===== config.mk =====
export PLATFORM = sky130hd
export DESIGN_NAME = hazard_scoreboard_flat
export DESIGN_NICKNAME = d
export VERILOG_FILES = /design/src/rtl/hazard_scoreboard_pkg.sv /design/src/rtl/hazard_scoreboard_if.sv /design/src/rtl/hazard_scoreboard_sb_match_prio.sv /design/src/rtl/hazard_scoreboard.sv /design/src/flat_wrapper.sv
export SDC_FILE = /design/constraint.sdc
export NUM_CORES = 1
export LEC_CHECK = 0
export CAP_MARGIN = 30
export CORE_UTILIZATION = 52
export DETAILED_ROUTE_END_ITERATION = 7
export MAX_ROUTING_LAYER = met4
export PLACE_DENSITY = 0.86
export SKIP_CTS_REPAIR_TIMING = 1
export SLEW_MARGIN = 30
export SYNTH_ARGS = -nofsm -noshare
export SYNTH_HDL_FRONTEND = slang
export SYNTH_SLANG_ARGS = --single-unit

===== constraint.sdc =====
create_clock -name clk -period 5.5 [get_ports clk]
set_clock_uncertainty 0.2 [all_clocks]
set_input_delay 1.1 -clock clk [delete_from_list [all_inputs] [get_ports clk]]
set_output_delay 1.1 -clock clk [all_outputs]
set_load 0.02 [all_outputs]

===== src/rtl/hazard_scoreboard_pkg.sv =====
// rtl/hazard_scoreboard_pkg.sv - shared types and constants for the hazard scoreboard
package hazard_scoreboard_pkg;

  // dest is stored zero-extended to this width; REG_AW must not exceed it
  localparam int SB_DEST_W = 8;

  localparam int FWD_NONE   = 0;
  localparam int MODE_STALL = 0;
  localparam int MODE_FWD   = 1;

  typedef struct packed {
    logic                 v;
    logic                 wb;
    logic                 ld;
    logic [SB_DEST_W-1:0] dest;
  } sb_entry_t;

endpackage


===== src/rtl/hazard_scoreboard_if.sv =====
// rtl/hazard_scoreboard_if.sv - ID-stage hazard bus; counters present when HAZARD_PERF_CNT_EN is defined
interface hazard_scoreboard_if #(
  parameter int REG_AW = 4,
  parameter int DEPTH  = 3,
  parameter int SEL_W  = $clog2(DEPTH + 1)
);
  logic              id_valid;
  logic [REG_AW-1:0] id_src1;
  logic [REG_AW-1:0] id_src2;
  logic              id_two_src;
  logic              id_wb_en;
  logic              id_mem_r_en;
  logic [REG_AW-1:0] id_dest;
  logic              branch_taken;
  logic              stall;
  logic [SEL_W-1:0]  fwd_sel1;
  logic [SEL_W-1:0]  fwd_sel2;
  logic [DEPTH-1:0]  inflight;
`ifdef HAZARD_PERF_CNT_EN
  logic [31:0]       stall_cnt;
  logic [15:0]       flush_cnt;

  modport master (
    output id_valid, id_src1, id_src2, id_two_src, id_wb_en, id_mem_r_en, id_dest, branch_taken,
    input  stall, fwd_sel1, fwd_sel2, inflight, stall_cnt, flush_cnt
  );
  modport slave (
    input  id_valid, id_src1, id_src2, id_two_src, id_wb_en, id_mem_r_en, id_dest, branch_taken,
    output stall, fwd_sel1, fwd_sel2, inflight, stall_cnt, flush_cnt
  );
`else
  modport master (
    output id_valid, id_src1, id_src2, id_two_src, id_wb_en, id_mem_r_en, id_dest, branch_taken,
    input  stall, fwd_sel1, fwd_sel2, inflight
  );
  modport slave (
    input  id_valid, id_src1, id_src2, id_two_src, id_wb_en, id_mem_r_en, id_dest, branch_taken,
    output stall, fwd_sel1, fwd_sel2, inflight
  );
`endif
endinterface


===== src/rtl/hazard_scoreboard_sb_match_prio.sv =====
// rtl/hazard_scoreboard_sb_match_prio.sv - lowest-index-wins encoder for one operand's match vector
module sb_match_prio
  import hazard_scoreboard_pkg::*;
#(
  parameter int DEPTH = 3,
  parameter int SEL_W = $clog2(DEPTH + 1)
) (
  input  logic [DEPTH-1:0] match,
  output logic [SEL_W-1:0] sel,
  output logic             any
);

  // Scan from the oldest entry down so the youngest writer overwrites last
  always_comb begin
    sel = SEL_W'(FWD_NONE);
    for (int k = DEPTH - 1; k >= 0; k--) begin
      if (match[k]) sel = SEL_W'(k + 1);
    end
  end

  assign any = |match;

endmodule


===== src/rtl/hazard_scoreboard.sv =====
// rtl/hazard_scoreboard.sv - in-flight writer tracker producing ID stall and forwarding selects
// Optional stall/flush counters are built when HAZARD_PERF_CNT_EN is defined.
module hazard_scoreboard
  import hazard_scoreboard_pkg::*;
#(
  parameter int REG_AW   = 4,
  parameter int DEPTH    = 3,
  parameter int FWD_MODE = MODE_FWD,
  parameter int SEL_W    = $clog2(DEPTH + 1)
) (
  input logic               clk,
  input logic               rst,
  hazard_scoreboard_if.slave sb
);

  sb_entry_t            ent [DEPTH];
  logic [DEPTH-1:0]     m1;
  logic [DEPTH-1:0]     m2;
  logic [DEPTH-1:0]     inflight_w;
  logic [SEL_W-1:0]     sel1;
  logic [SEL_W-1:0]     sel2;
  logic                 any1;
  logic                 any2;
  logic                 stall_w;
  logic                 issue;
  logic [SB_DEST_W-1:0] src1_x;
  logic [SB_DEST_W-1:0] src2_x;
  logic [SB_DEST_W-1:0] dest_x;

  assign src1_x = SB_DEST_W'(sb.id_src1);
  assign src2_x = SB_DEST_W'(sb.id_src2);
  assign dest_x = SB_DEST_W'(sb.id_dest);

  // Only entries already in flight are compared, so an instruction never hazards on itself
  always_comb begin
    m1         = '0;
    m2         = '0;
    inflight_w = '0;
    for (int k = 0; k < DEPTH; k++) begin
      inflight_w[k] = ent[k].v & ent[k].wb;
      m1[k] = sb.id_valid & inflight_w[k] & (ent[k].dest == src1_x);
      m2[k] = sb.id_valid & sb.id_two_src & inflight_w[k] & (ent[k].dest == src2_x);
    end
  end

  sb_match_prio #(.DEPTH(DEPTH), .SEL_W(SEL_W)) u_prio1 (.match(m1), .sel(sel1), .any(any1));
  sb_match_prio #(.DEPTH(DEPTH), .SEL_W(SEL_W)) u_prio2 (.match(m2), .sel(sel2), .any(any2));

  // With forwarding only a load still in EXE cannot be bypassed
  assign stall_w = sb.id_valid & ~sb.branch_taken &
                   ((FWD_MODE == MODE_FWD) ? ((m1[0] | m2[0]) & ent[0].ld) : (any1 | any2));
  assign issue   = sb.id_valid & ~stall_w & ~sb.branch_taken;

  assign sb.stall    = stall_w;
  assign sb.fwd_sel1 = (FWD_MODE == MODE_FWD) ? sel1 : SEL_W'(FWD_NONE);
  assign sb.fwd_sel2 = (FWD_MODE == MODE_FWD) ? sel2 : SEL_W'(FWD_NONE);
  assign sb.inflight = inflight_w;

  always_ff @(posedge clk) begin
    if (!rst) begin
      for (int k = 0; k < DEPTH; k++) ent[k] <= '0;
    end else begin
      for (int k = 1; k < DEPTH; k++) ent[k] <= ent[k-1];
      if (issue) begin
        ent[0] <= '{v: 1'b1, wb: sb.id_wb_en, ld: sb.id_mem_r_en, dest: dest_x};
      end else begin
        ent[0].v  <= 1'b0;
        ent[0].wb <= 1'b0;
        ent[0].ld <= 1'b0;
      end
    end
  end

`ifdef HAZARD_PERF_CNT_EN
  logic [31:0] stall_cnt_q;
  logic [15:0] flush_cnt_q;

  always_ff @(posedge clk) begin
    if (!rst) begin
      stall_cnt_q <= '0;
      flush_cnt_q <= '0;
    end else begin
      if (stall_w && (stall_cnt_q != '1)) stall_cnt_q <= stall_cnt_q + 32'd1;
      if (sb.branch_taken && sb.id_valid && (flush_cnt_q != '1)) flush_cnt_q <= flush_cnt_q + 16'd1;
    end
  end

  assign sb.stall_cnt = stall_cnt_q;
  assign sb.flush_cnt = flush_cnt_q;
`endif

endmodule


===== src/flat_wrapper.sv =====
// flat-port wrapper written by rule: the top's interface ports become plain ports
module hazard_scoreboard_flat import hazard_scoreboard_pkg::*;
#(
  parameter int REG_AW   = 4,
  parameter int DEPTH    = 3,
  parameter int FWD_MODE = MODE_FWD,
  parameter int SEL_W    = $clog2(DEPTH + 1)
)
  (clk, rst, sb_id_valid, sb_id_src1, sb_id_src2, sb_id_two_src, sb_id_wb_en, sb_id_mem_r_en, sb_id_dest, sb_branch_taken, sb_stall, sb_fwd_sel1, sb_fwd_sel2, sb_inflight);
  hazard_scoreboard_if #(.REG_AW(REG_AW), .DEPTH(DEPTH), .SEL_W(SEL_W)) sb_i ();
  input logic clk;
  input logic rst;
  input wire logic [$bits(sb_i.id_valid)-1:0] sb_id_valid;
  input wire logic [$bits(sb_i.id_src1)-1:0] sb_id_src1;
  input wire logic [$bits(sb_i.id_src2)-1:0] sb_id_src2;
  input wire logic [$bits(sb_i.id_two_src)-1:0] sb_id_two_src;
  input wire logic [$bits(sb_i.id_wb_en)-1:0] sb_id_wb_en;
  input wire logic [$bits(sb_i.id_mem_r_en)-1:0] sb_id_mem_r_en;
  input wire logic [$bits(sb_i.id_dest)-1:0] sb_id_dest;
  input wire logic [$bits(sb_i.branch_taken)-1:0] sb_branch_taken;
  output wire logic [$bits(sb_i.stall)-1:0] sb_stall;
  output wire logic [$bits(sb_i.fwd_sel1)-1:0] sb_fwd_sel1;
  output wire logic [$bits(sb_i.fwd_sel2)-1:0] sb_fwd_sel2;
  output wire logic [$bits(sb_i.inflight)-1:0] sb_inflight;
  assign sb_i.id_valid = sb_id_valid;
  assign sb_i.id_src1 = sb_id_src1;
  assign sb_i.id_src2 = sb_id_src2;
  assign sb_i.id_two_src = sb_id_two_src;
  assign sb_i.id_wb_en = sb_id_wb_en;
  assign sb_i.id_mem_r_en = sb_id_mem_r_en;
  assign sb_i.id_dest = sb_id_dest;
  assign sb_i.branch_taken = sb_branch_taken;
  assign sb_stall = sb_i.stall;
  assign sb_fwd_sel1 = sb_i.fwd_sel1;
  assign sb_fwd_sel2 = sb_i.fwd_sel2;
  assign sb_inflight = sb_i.inflight;
  hazard_scoreboard #(.REG_AW(REG_AW), .DEPTH(DEPTH), .FWD_MODE(FWD_MODE), .SEL_W(SEL_W)) u_core (.clk(clk), .rst(rst), .sb(sb_i));
endmodule

-- Word-level counts from Yosys, hierarchy flattened
Memory sizes are Yosys's and may differ from the RTL's.
Cells that the tools add are included.
- flip-flop bits (word level): 0
- bits in latches: 0
- bits in writable memories: 33
- memory bits (read-only): 0
- bits of input ports: 19
- output and inout port bits: 8
- logic and storage cells: 57
- memories: 1
- memory list (name ; words ; width ; rd ports ; clocked after Yosys merged registers in ; write ports ; RTL line ; RTL):
    u_core.ent ; 3 ; 11 ; 3 ; 0 ; 3 ; hazard_scoreboard.sv:16 ; sb_entry_t ent [DEPTH];
- add/subtract/negate cells: 0
- $mul: 0
- divide/modulo/power cells: 0
- $lt $le $gt $ge: 0
- equal/unequal tests: 6
- shifts and indexed selects: 0
- mux-type cells: 20
- bitwise gates (word level): 30
- reduce and logical (&&, ||, !) cells: 0
- operator list (kind ; count):
    8-bit by 4-bit == test with 1-bit output ; 6
    11-bit two-way mux ; 3
    1-bit bitwise AND ; 21
    2-bit two-way mux ; 6
    1-bit two-way mux ; 11
    1-bit bitwise OR ; 7
    1-bit NOT ; 2

-- Longest topological paths before layout
An unclocked memory read counts as a cell.
- depth after elaboration: 15
- depth in mapped cells: 5
- mapped depth without buffers: 5

-- By module
Synthesis repeated with hierarchy kept, for this count alone.
- cell total of the unflattened synthesis: 103
- area, all modules: 1132.3 um^2
- by module, submodules not included (module ; instances ; cells each ; area an instance (um^2) ; sequential area each (um^2)):
    hazard_scoreboard ; 1 ; 93 ; 1079.8 ; 570.5
    sb_match_prio ; 2 ; 5 ; 26.3 ; 0.0

-- Worst setup path before layout
OpenSTA, ideal clock, no wires.
- path kind: input port to output port
- from: input sb_id_src2[0]
- to: output sb_stall
- arrival time: 2.145 ns
- data required time: 4.200 ns
- slack: 2.055 ns
- cell stages on the path: 4
- buffers on the path: 0
- cell sequence: xor2_1 > or4b_4 > o22ai_1 > and2_1
- cells in the longest elaborated chain, start to end: 5
- RTL lines (element ; RTL line ; RTL):
    start: declaration ; flat_wrapper.sv:15 ; input wire logic [$bits(sb_i.id_src2)-1:0] sb_id_src2;
    8-bit by 4-bit == test with 1-bit output ; hazard_scoreboard.sv:42 ; m2[k] = sb.id_valid & sb.id_two_src & inflight_w[k] & (ent[k].dest == src2_x);
    1-bit bitwise AND ; hazard_scoreboard.sv:42 ;
    1-bit bitwise OR ; hazard_scoreboard.sv:51 ; ((FWD_MODE == MODE_FWD) ? ((m1[0] | m2[0]) & ent[0].ld) : (any1 | any2));
    1-bit bitwise AND ; hazard_scoreboard.sv:51 ;
    1-bit bitwise AND ; hazard_scoreboard.sv:50 ; assign stall_w = sb.id_valid & ~sb.branch_taken &
    end: declaration ; flat_wrapper.sv:21 ; output wire logic [$bits(sb_i.stall)-1:0] sb_stall;
No other way between the ends.

-- Worst setup path after layout
- from: input sb_id_src2[3]
- to: output sb_fwd_sel2[0]
- cells in the longest elaborated chain, start to end: 5
- elaborated cells on any way between the ends: 9
- those cells by class: eq/ne (3); mux (3); bitwise (3)
- RTL lines (element ; RTL line ; RTL):
    8-bit by 4-bit == test with 1-bit output ; hazard_scoreboard.sv:42 ;
    1-bit bitwise AND ; hazard_scoreboard.sv:42 ;
    2-bit two-way mux (2 in a row) ; hazard_scoreboard_sb_match_prio.sv:17 ; if (match[k]) sel = SEL_W'(k + 1);
    2-bit two-way mux (*) ; hazard_scoreboard_sb_match_prio.sv:17 ;
    end: declaration ; flat_wrapper.sv:23 ; output wire logic [$bits(sb_i.fwd_sel2)-1:0] sb_fwd_sel2;
Every way passes the cells marked *; elsewhere a longest branch is shown, timed or not.

==> qor.yml <==
outcome:
  status: "complete, no violations"
synth:
  synth_cell_types: 24
  postSynth.asyncResetShare: 0
  netlist_area_mm2: 0.00111
  ys_ff_latch: 19
  synthCells: 99
  yosysSeqAreaShare: 0.512
  yosys.area.top_type: "edfxtp_1"
  synthTopCellsByCount: "and2_1 (19), edfxtp_1 (19), xnor2_1 (16)"
  synth-main-ff-cell: "edfxtp_1"
  syn_avg_cell_area_um2: 11.3
  synth_edf_count: 19
  yosys-top-cells-area: "edfxtp_1 (51%), xnor2_1 (13%), and2_1 (11%), xor2_1 (6.3%), nand4_1 (2.2%)"
  synth_top_area_share: 0.512
  ys_warn_count: 0
sta:
  period_share: 0.824
  worst_pin_slew_ns: 0.519
  finalHoldViolCount: 0
  whs_ns: 0.354
  relSlewSlack: 0.653
  fmax_ghz: 0.221
  rsz0062_at_grt: "false"
  setup_viol: 0
  drv_slew: 0
  fin_setup_tns_ns: 0
  min_period_ns: 4.53
setup_path:
  end_kind: "primary output"
  critPathArrivalTime_ns: 3.23
  worstSetupPathType: "in2out"
  crit_fanout: 3
  required_ns: 4.20
  cp-start-kind: "primary input"
cts:
  clk_latency_ns: 0.29
  cts.path.max_buffers: 2
  clkSinkCount: 19
  path_clk_slew_ns: 0.11
  root_buffer: "clkbuf_4"
  cts_made_buffers: 3
  htreeDepth: 1
  cts_tree: "done"
job:
  maxCapViolCount: 0
cells_and_area:
  largest_reg_flops: 19
  antennaDiodeCount: 0
  drive_gt1_frac: 0.0355
  fill_cells: 138
  regArea_um2: 571
  reg.largest.list: "u_core.ent: 19 flops"
  multiInputGateArea_um2: 582
  nets: 161
  instances_no_fill: 168
  regMostFlops: "u_core.ent"
  syn_to_final_growth_pct: 32.8
global_routing:
  grt_max_degree: 21
  grtUsageTotal: 0.205
  grt_overflow_total: 0
  grt_pass1_wl_um: 3590
  grt_pass1_vias: 838
  antenna_found_initial: 0
die:
  dieArea_mm2: 0.00233
  coreArea_mm2: 0.00198
  die_w_um: 48.3
  initial_utilization: 0.562
  ios: 27
  rows: 16
  die_h_um: 48.3
placement:
  place_inst: 164
  dpl.hpwl_um: 1630
  place.gp.congestion: 0.873
  port_buffers: 26
detailed_routing:
  drt_iter0_drc: 9
  wl_um: 2070
  route.antenna.remaining_nets: 0
  drt_pass1_iterations: 4
  vias_per_cell: 4.92
  drc_errors: 0
  vias: 826
  wl_per_cell_um: 12.3
min_path:
  holdCritPathClass: "reg2reg"
power_and_ir_drop:
  vdd_drop_max_mv: 0.179
  p_per_area_mw_per_mm2: 203
  power.leakage_nw: 0.546
-- layout by cell type (no fill, tap or decap), types with 3 or more instances in the layout --
| cell | synthesis | layout |
|---|---|---|
| nand3_1 | 3 | 3 |
| and2_1 | 19 | 19 |
| conb_1 | 1 | 15 |
| nand2_1 | 5 | 5 |
| xor2_1 | 8 | 8 |
| clkdlybuf4s50_1 | 0 | 26 |
| nand4_1 | 4 | 4 |
| xnor2_1 | 16 | 16 |
| edfxtp_1 | 19 | 19 |
| clkbuf_4 | 0 | 3 |
| nor2_1 | 4 | 4 |
-- worst paths after layout --
kind                      from           endpoint  slack, ns  depth (start not counted)
max              sb_id_src2[3]     sb_fwd_sel2[0]       0.97                          6
max reg2reg   u_core.ent[0][0]   u_core.ent[0][3]       3.41                          4
min reg2reg  u_core.ent[0][20]  u_core.ent[0][31]       0.35                          1
min          u_core.ent[0][20]  u_core.ent[0][31]       0.35                          1
-- cells by family after synthesis --
kind of cell,after synthesis,share of synthesized area
AO/OA/AOI/OAI,6,0.0404
AND/OR/NAND/NOR,45,0.242
XOR/XNOR,24,0.189
buffers and inverters,4,0.0135
other,1,0.00336
flip-flops,19,0.512
-- area by class of cell --
type                    instances  share of cell area
clock buffers                   4              0.0178
inverters                       2             0.00507
multi-input cells              90               0.393
flip-flops and latches         19               0.385
well taps                      27              0.0228
repair buffers                 26               0.176
-- report_power, final --
group          switching, W  leakage (nW)  internal [W]
combinational     0.0000248         0.336     0.0000299
clock             0.0000408        0.0150     0.0000281
sequential       0.00000679         0.195      0.000170
total             0.0000724         0.546      0.000228
-- routing by layer --
layer / share of wire / track usage / wire [um]
met4: 0.0068 / 0.0441 / 14
met1: 0.47 / 0.255 / 978
met5: 0 / - / 0
met3: 0.041 / 0.0283 / 86
met2: 0.48 / 0.359 / 994
-- through the flow --
stage                     total power (W)  cell area, um^2  setup slack [ns]  utilization
after floorplan                  0.000209             1170              2.05            -
after global placement           0.000232             1450             0.972        0.734
after detailed placement         0.000234             1450             0.972        0.734
after CTS                        0.000302             1480             0.967        0.747
after global routing             0.000313             1480             0.866        0.747
final                            0.000300             1480             0.967        0.747
-- critical path, cell delays in order --
cell	delay (ns)
clkdlybuf4s50_1	0.57
xnor2_1	0.15
nand3_1	0.16
or4_1	0.53
o21ai_0	0.09
clkdlybuf4s50_1	0.63
Power figures use the tool's default switching activity.
